File: config.mk
export PLATFORM = sky130hd
export DESIGN_NAME = wb_fetch_arbiter
export DESIGN_NICKNAME = d
export VERILOG_FILES = /design/src/rtl/wb_arb_pkg.sv /design/src/rtl/wb_fetch_arbiter_rr_pick.sv /design/src/rtl/wb_fetch_arbiter.sv
export SDC_FILE = /design/constraint.sdc
export NUM_CORES = 1
export LEC_CHECK = 0
export BUFFER_PORTS_ARGS = -buffer_cell sky130_fd_sc_hd__buf_2
export CORE_AREA = 2 2 78 80
export DETAILED_ROUTE_END_ITERATION = 12
export DIE_AREA = 0 0 80 82
export PLACE_DENSITY = 0.77
export RECOVER_POWER = 25
export SLEW_MARGIN = 20
export SYNTH_ARGS = -nofsm -noshare
export SYNTH_HDL_FRONTEND = slang
export SYNTH_SLANG_ARGS = --single-unit
File: constraint.sdc
create_clock -name clk_i -period 2.1 [get_ports clk_i]
set_input_delay 0.21 -clock clk_i [delete_from_list [all_inputs] [get_ports clk_i]]
set_output_delay 0.21 -clock clk_i [all_outputs]
set_load 0.01 [all_outputs]
File: src/rtl/wb_arb_pkg.sv
// Shared definitions for the block-fetch Wishbone arbiter: FSM encoding and
// watchdog counter width.
package wb_arb_pkg;

    typedef enum logic [1:0] {
        ST_IDLE  = 2'd0,
        ST_GRANT = 2'd1,
        ST_ABORT = 2'd2
    } arb_state_e;

    localparam int WDOG_W = 8;

endpackage

File: src/rtl/wb_fetch_arbiter_rr_pick.sv
// Round-robin search: first asserted request starting one past the last
// served index, wrapping modulo NUM.
module rr_pick #(
    parameter int NUM = 2,
    parameter int IW  = 1
) (
    input  logic [NUM-1:0] req,
    input  logic [IW-1:0]  last,
    output logic [IW-1:0]  next
);

    int            cand;
    logic [IW-1:0] idx;
    logic          found;

    always_comb begin
        next  = '0;
        found = 1'b0;
        cand  = 0;
        idx   = '0;
        for (int i = 1; i <= NUM; i++) begin
            cand = (int'(last) + i) % NUM;
            idx  = IW'(cand);
            if (!found && req[idx]) begin
                next  = idx;
                found = 1'b1;
            end
        end
    end

endmodule

File: src/rtl/wb_fetch_arbiter.sv
// Round-robin arbiter letting NUM block-fetch masters share one Wishbone
// slave, with a no-acknowledge watchdog that aborts a stuck cycle.
module wb_fetch_arbiter
    import wb_arb_pkg::*;
#(
    parameter int NUM     = 2,
    parameter int ABITS   = 5,
    parameter int DBITS   = 32,
    parameter int TIMEOUT = 15,
    parameter int DELAY   = 3
) (
    input  logic                 clk_i,
    input  logic                 rst_ni,
    input  logic [NUM-1:0]       m_cyc_i,
    input  logic [NUM-1:0]       m_stb_i,
    input  logic [NUM-1:0]       m_we_i,
    input  logic [NUM-1:0]       m_bst_i,
    input  logic [NUM*ABITS-1:0] m_adr_i,
    input  logic [NUM*DBITS-1:0] m_dat_i,
    output logic [NUM-1:0]       m_ack_o,
    output logic [NUM-1:0]       m_wat_o,
    output logic [NUM-1:0]       m_err_o,
    output logic [DBITS-1:0]     m_dat_o,
    output logic                 s_cyc_o,
    output logic                 s_stb_o,
    output logic                 s_we_o,
    output logic                 s_bst_o,
    output logic [ABITS-1:0]     s_adr_o,
    output logic [DBITS-1:0]     s_dat_o,
    input  logic                 s_ack_i,
    input  logic                 s_wat_i,
    input  logic                 s_err_i,
    input  logic [DBITS-1:0]     s_dat_i,
    output logic [NUM-1:0]       gnt_o,
    output logic                 busy_o
);

    localparam int IW = $clog2(NUM);

    // DELAY only paces register updates in timed behavioural models; this RTL is zero-delay.
    localparam bit PARAMS_OK = (NUM >= 2) && (NUM <= 4) && (TIMEOUT >= 1) &&
                               (TIMEOUT <= 255) && (DELAY >= 0);
    if (!PARAMS_OK) begin : g_params_out_of_range
    end

    arb_state_e        state_q, state_d;
    logic [IW-1:0]     gidx_q, gidx_d;
    logic [IW-1:0]     last_q, last_d;
    logic [IW-1:0]     pick;
    logic [WDOG_W-1:0] wdog_q, wdog_d;
    logic [NUM-1:0]    gnt_d;

    rr_pick #(
        .NUM (NUM),
        .IW  (IW)
    ) u_pick (
        .req  (m_cyc_i),
        .last (last_q),
        .next (pick)
    );

    always_ff @(posedge clk_i or negedge rst_ni) begin
        if (!rst_ni) begin
            state_q <= ST_IDLE;
            gidx_q  <= '0;
            last_q  <= IW'(NUM - 1);
            wdog_q  <= '0;
            gnt_o   <= '0;
        end else begin
            state_q <= state_d;
            gidx_q  <= gidx_d;
            last_q  <= last_d;
            wdog_q  <= wdog_d;
            gnt_o   <= gnt_d;
        end
    end

    always_comb begin
        state_d = state_q;
        gidx_d  = gidx_q;
        last_d  = last_q;
        wdog_d  = wdog_q;
        gnt_d   = gnt_o;
        s_cyc_o = 1'b0;
        s_stb_o = 1'b0;
        s_we_o  = 1'b0;
        s_bst_o = 1'b0;
        s_adr_o = '0;
        s_dat_o = '0;
        m_ack_o = '0;
        m_wat_o = '0;
        m_err_o = '0;
        m_dat_o = '0;
        busy_o  = (state_q != ST_IDLE);

        case (state_q)
            ST_IDLE: begin
                if (|m_cyc_i) begin
                    state_d     = ST_GRANT;
                    gidx_d      = pick;
                    wdog_d      = '0;
                    gnt_d       = '0;
                    gnt_d[pick] = 1'b1;
                end
            end
            ST_GRANT: begin
                s_cyc_o          = m_cyc_i[gidx_q];
                s_stb_o          = m_stb_i[gidx_q];
                s_we_o           = m_we_i[gidx_q];
                s_bst_o          = m_bst_i[gidx_q];
                s_adr_o          = m_adr_i[int'(gidx_q)*ABITS +: ABITS];
                s_dat_o          = m_dat_i[int'(gidx_q)*DBITS +: DBITS];
                m_ack_o[gidx_q]  = s_ack_i;
                m_wat_o[gidx_q]  = s_wat_i;
                m_err_o[gidx_q]  = s_err_i;
                m_dat_o          = s_dat_i;
                // Master release wins over the watchdog in the same cycle.
                if (!m_cyc_i[gidx_q]) begin
                    state_d = ST_IDLE;
                    last_d  = gidx_q;
                    gnt_d   = '0;
                end else if (s_ack_i) begin
                    wdog_d = '0;
                end else begin
                    wdog_d = wdog_q + WDOG_W'(1);
                    if (wdog_d == WDOG_W'(TIMEOUT)) begin
                        state_d = ST_ABORT;
                    end
                end
            end
            ST_ABORT: begin
                m_err_o[gidx_q] = m_cyc_i[gidx_q];
                if (!m_cyc_i[gidx_q]) begin
                    state_d = ST_IDLE;
                    last_d  = gidx_q;
                    gnt_d   = '0;
                end
            end
            default: begin
                state_d = ST_IDLE;
            end
        endcase
    end

endmodule

==> metrics.md <==
| Metric | Value |
|---|---|
| Core footprint | 0.00575 mm2 |
| Internal power | 1.65 mW |
| Hpwl dp | ~6.3 mm |
| Cts bufs inserted | 3 |
| Synth area leaders | mux2i_1, dfrtp_1, nor2b_1, and2_1, ha_1 |
| Antenna viol nets, final | 0 |
| Drt wl/cell | 14.7 um |
| Critical path startpoint | state_q[1]$_DFFE_PN0P_ |
| Leakage | 1.73 nW |
| Fin crit period | 1990 ps |
| Post-synthesis mux area share | between 20% and 30% |
| Seq cells post-synth | 14 |
| Post-Synth XOR/XNOR Area | under 10% |
| Number of global-route vias before repair | 2021 |
| Fin util | 52.5% |
| Status | finished, final reports clean |
| Predominant post-synthesis flop cell | dfrtp_1 |
| Clk_lat worst skew | 250 ps |
| Initial DRC Count | 39 |
| CTS tree | built |
| Max Cap Viol | 0 |
| Chip Width | 80 um |
| WP data arrival | around 1800 ps |
| Setup_tns | 0 ps |
| Net Count, Synth | 364 |
| Gpl congestion | 0.808 |
| Crit end category | primary output |
| Initial antenna violation count | 0 |
| Die Ht | 82 um |
| WP data required | 1890 ps |
| Compound-Gate Fraction of Synth Area | 10.3% |
| Peak Freq | 504 MHz |
| Port bufs | 200 |
| Pre-CTS WS | 248 ps |
| Area added between synthesis and finish | 59.0% |
| Post-Synth Simple-Gate Area | 36.6% |
| Post-Syn Area per Cell | 7.93 um2 |
| Hold_sp | m_cyc_i[0] |
| Count of endpoints failing hold in the final timing report | 0 |
| WHS Endpoint | gidx_q$_DFFE_PN0P_ |
| Clock Path Buffers | 2 |
| IO Pins | 201 |
| First-pass DRT Iterations | 4 |
| Antenna Diode Count | 0 |
| FF-to-FF path depth | 7 |
| # nets final | 557 |
| Setup slack, reg-to-reg | 230 ps |
| Routed vias/inst | ~4.6 |
| R2r startpoint | state_q[0]$_DFFE_PN0P_ |
| Via count | 2349 |
| Cells after Synth | 239 |
| Design Power | 3.18 mW |
| Routed wire length | between 7 and 8 mm |
| Tcrit/Tclk final | 94.6% |
| Worst r2r dst | state_q[0]$_DFFE_PN0P_ |
| Grt ovf | 0 |
| CTS H-tree depth | 1 |
| Remaining routing DRC violations | 0 |
| CP peak stage delay | 420 ps |
| Sequential Power Share | between 10% and 20% |
| Worst clock skew | between 3 and 4 ps |
| Yosys top cell by area | mux2i_1 |
| Synth Cell Area | roughly 0.0019 mm2 |
| Row count | 28 |
| Worst Tran Pin Value | 785 ps |
| Crit Path Max Fanout | 45 |
| Comb power frac | 78.6% |
| Sequential area share after synthesis | 18.5% |
| Synth Area in Adders | 3.96% |
| Final setup violating endpoints | 0 |
| Setup ws final | 114 ps |
| FFs w/ async S/R, synth | 100% |
| Relative slew slack | 47.7% |
| First-pass GRT wire length | 9.85 mm |
| Proportion of layout cells with a drive suffix above 1 | around half |
| Synth warnings | 0 |
| Critical path launch point type | flop |
| Top post-synthesis cells by count | nor2b_1, mux2i_1, and2_1, dfrtp_1 |
| Netlist cell types | 36 |
| Crit path cell chain | inv_1, ha_2, buf_12, nor2b_1, buf_2 |
| Synth top area share | 22.2% |
| Postcts setup bufs | 0 |
| Main combinational cell family by area after synthesis | simple AND/OR/NAND/NOR gates |
| RSZ-0062 raised after global routing | false |
| Slowest-stage cell, CP | dfrtp_1 |
| Power share of the clock group | 7.5% |
| Reg clk slew, reported paths | about 60 ps |
| Initial Util | about a third |
| Switching share of power | 48.1% |
| NetSw | 1.53 mW |
| Clock tree root buffer cell | clkbuf_8 |
| CTS sink count | 14 |
| Count of pins over their slew limit | 0 |
| Critical path type | reg2out |
| Number of synthesized flops with an enable pin | 0 |
| Hold Crit Depth | 3 |
| Pwr per Cell Area | 1050 mW/mm2 |
| Top-count cell post-synth | nor2b_1 |
| Die Area | about 0.0066 mm2 |
| Worst vdd ir | 0.586 mV |
| Hold crit path type | in2reg |
| GRT Total Usage | 19.4% |
| Largest net degree at the start of global routing | 46 |
## worst max-delay path by stage
stage	end	slack (ps)
after floorplan	state_q[0]$_DFFE_PN0P_	420
after global routing	s_dat_o[31]	3
final	s_dat_o[24]	110
after detailed placement	state_q[0]$_DFFE_PN0P_	250
after CTS	s_dat_o[24]	110
after global placement	state_q[0]$_DFFE_PN0P_	350
## cells in the final DEF (no fill, tap or decap), types with 9 or more instances in the layout
cell / count
dfrtp_1: 12
a21oi_1: 9
and2_1: 33
o21ai_0: 11
mux2i_1: 42
nor2b_1: 43
nor2_1: 11
nand2_1: 11
clkbuf_1: 11
buf_2: 190
## final cells by class
class / instances / area [um2]
fillers: 551 / 2730
multi-input cells: 201 / 1440
repair buffers: 206 / 1060
flip-flops and latches: 14 / 353
well taps: 75 / 93.8
clock buffers: 4 / 45.0
inverters: 6 / 22.5
## stage by stage
step                      area, um2  hold WS (ps)  std cells
after global placement         2970           120        501
after CTS                      3030           363        506
final                          3010           363        506
after global routing           3010           388        506
after floorplan                1900         -85.6        239
after detailed placement       2970           127        501
## layer usage
metal	global-route usage (%)	wire length (um)	part of all wire, %	vias to the layer above
li1	-	-	-	1187
met4	5.08	88	1.2	0
met2	29.3	3200	43	138
met1	25.2	3080	42	1015
met3	8.90	1050	14	9
met5	0	0	0	-
## worst max-delay path, delay by kind of cell (launching register included)
family / cells / cell delay [ps]
adder cells (fa/ha/maj): 1 / 360
buffers and inverters: 3 / 500
flip-flops: 1 / 420
AND/OR/NAND/NOR: 1 / 240
## flip-flops by register name, summed over array words and instances (netlist names)
| name | flops |
|---|---|
| state_q | 2 |
| gnt_o | 2 |
| wdog_q | 8 |
| gidx_q | 1 |
| last_q | 1 |
## cell families (layout without fill, tap and decap cells)
logic type / Yosys count / in the layout
XOR/XNOR: 3 / 3
AO/OA/AOI/OAI: 30 / 30
adder cells (fa/ha/maj): 6 / 6
AND/OR/NAND/NOR: 118 / 118
multiplexers: 44 / 44
buffers and inverters: 24 / 216
flip-flops: 14 / 14
## power by group through the flow
stage | Combinational (mW) | Clock, mW | Sequential (mW)
after floorplan | 1.59 | 0 | 0.390
after global placement | 2.49 | 0 | 0.442
after detailed placement | 2.53 | 0 | 0.444
after CTS | 2.54 | 0.237 | 0.440
after global routing | 2.74 | 0.256 | 0.454
final | 2.50 | 0.240 | 0.441
## what timing repair did
item / 4_1_cts / 5_1_grt
hold buffers: 1 / 0
gates resized for setup: 0 / 0
hold endpoints to repair: 13 / 0
No activity file was read; power rests on OpenSTA's default activity.
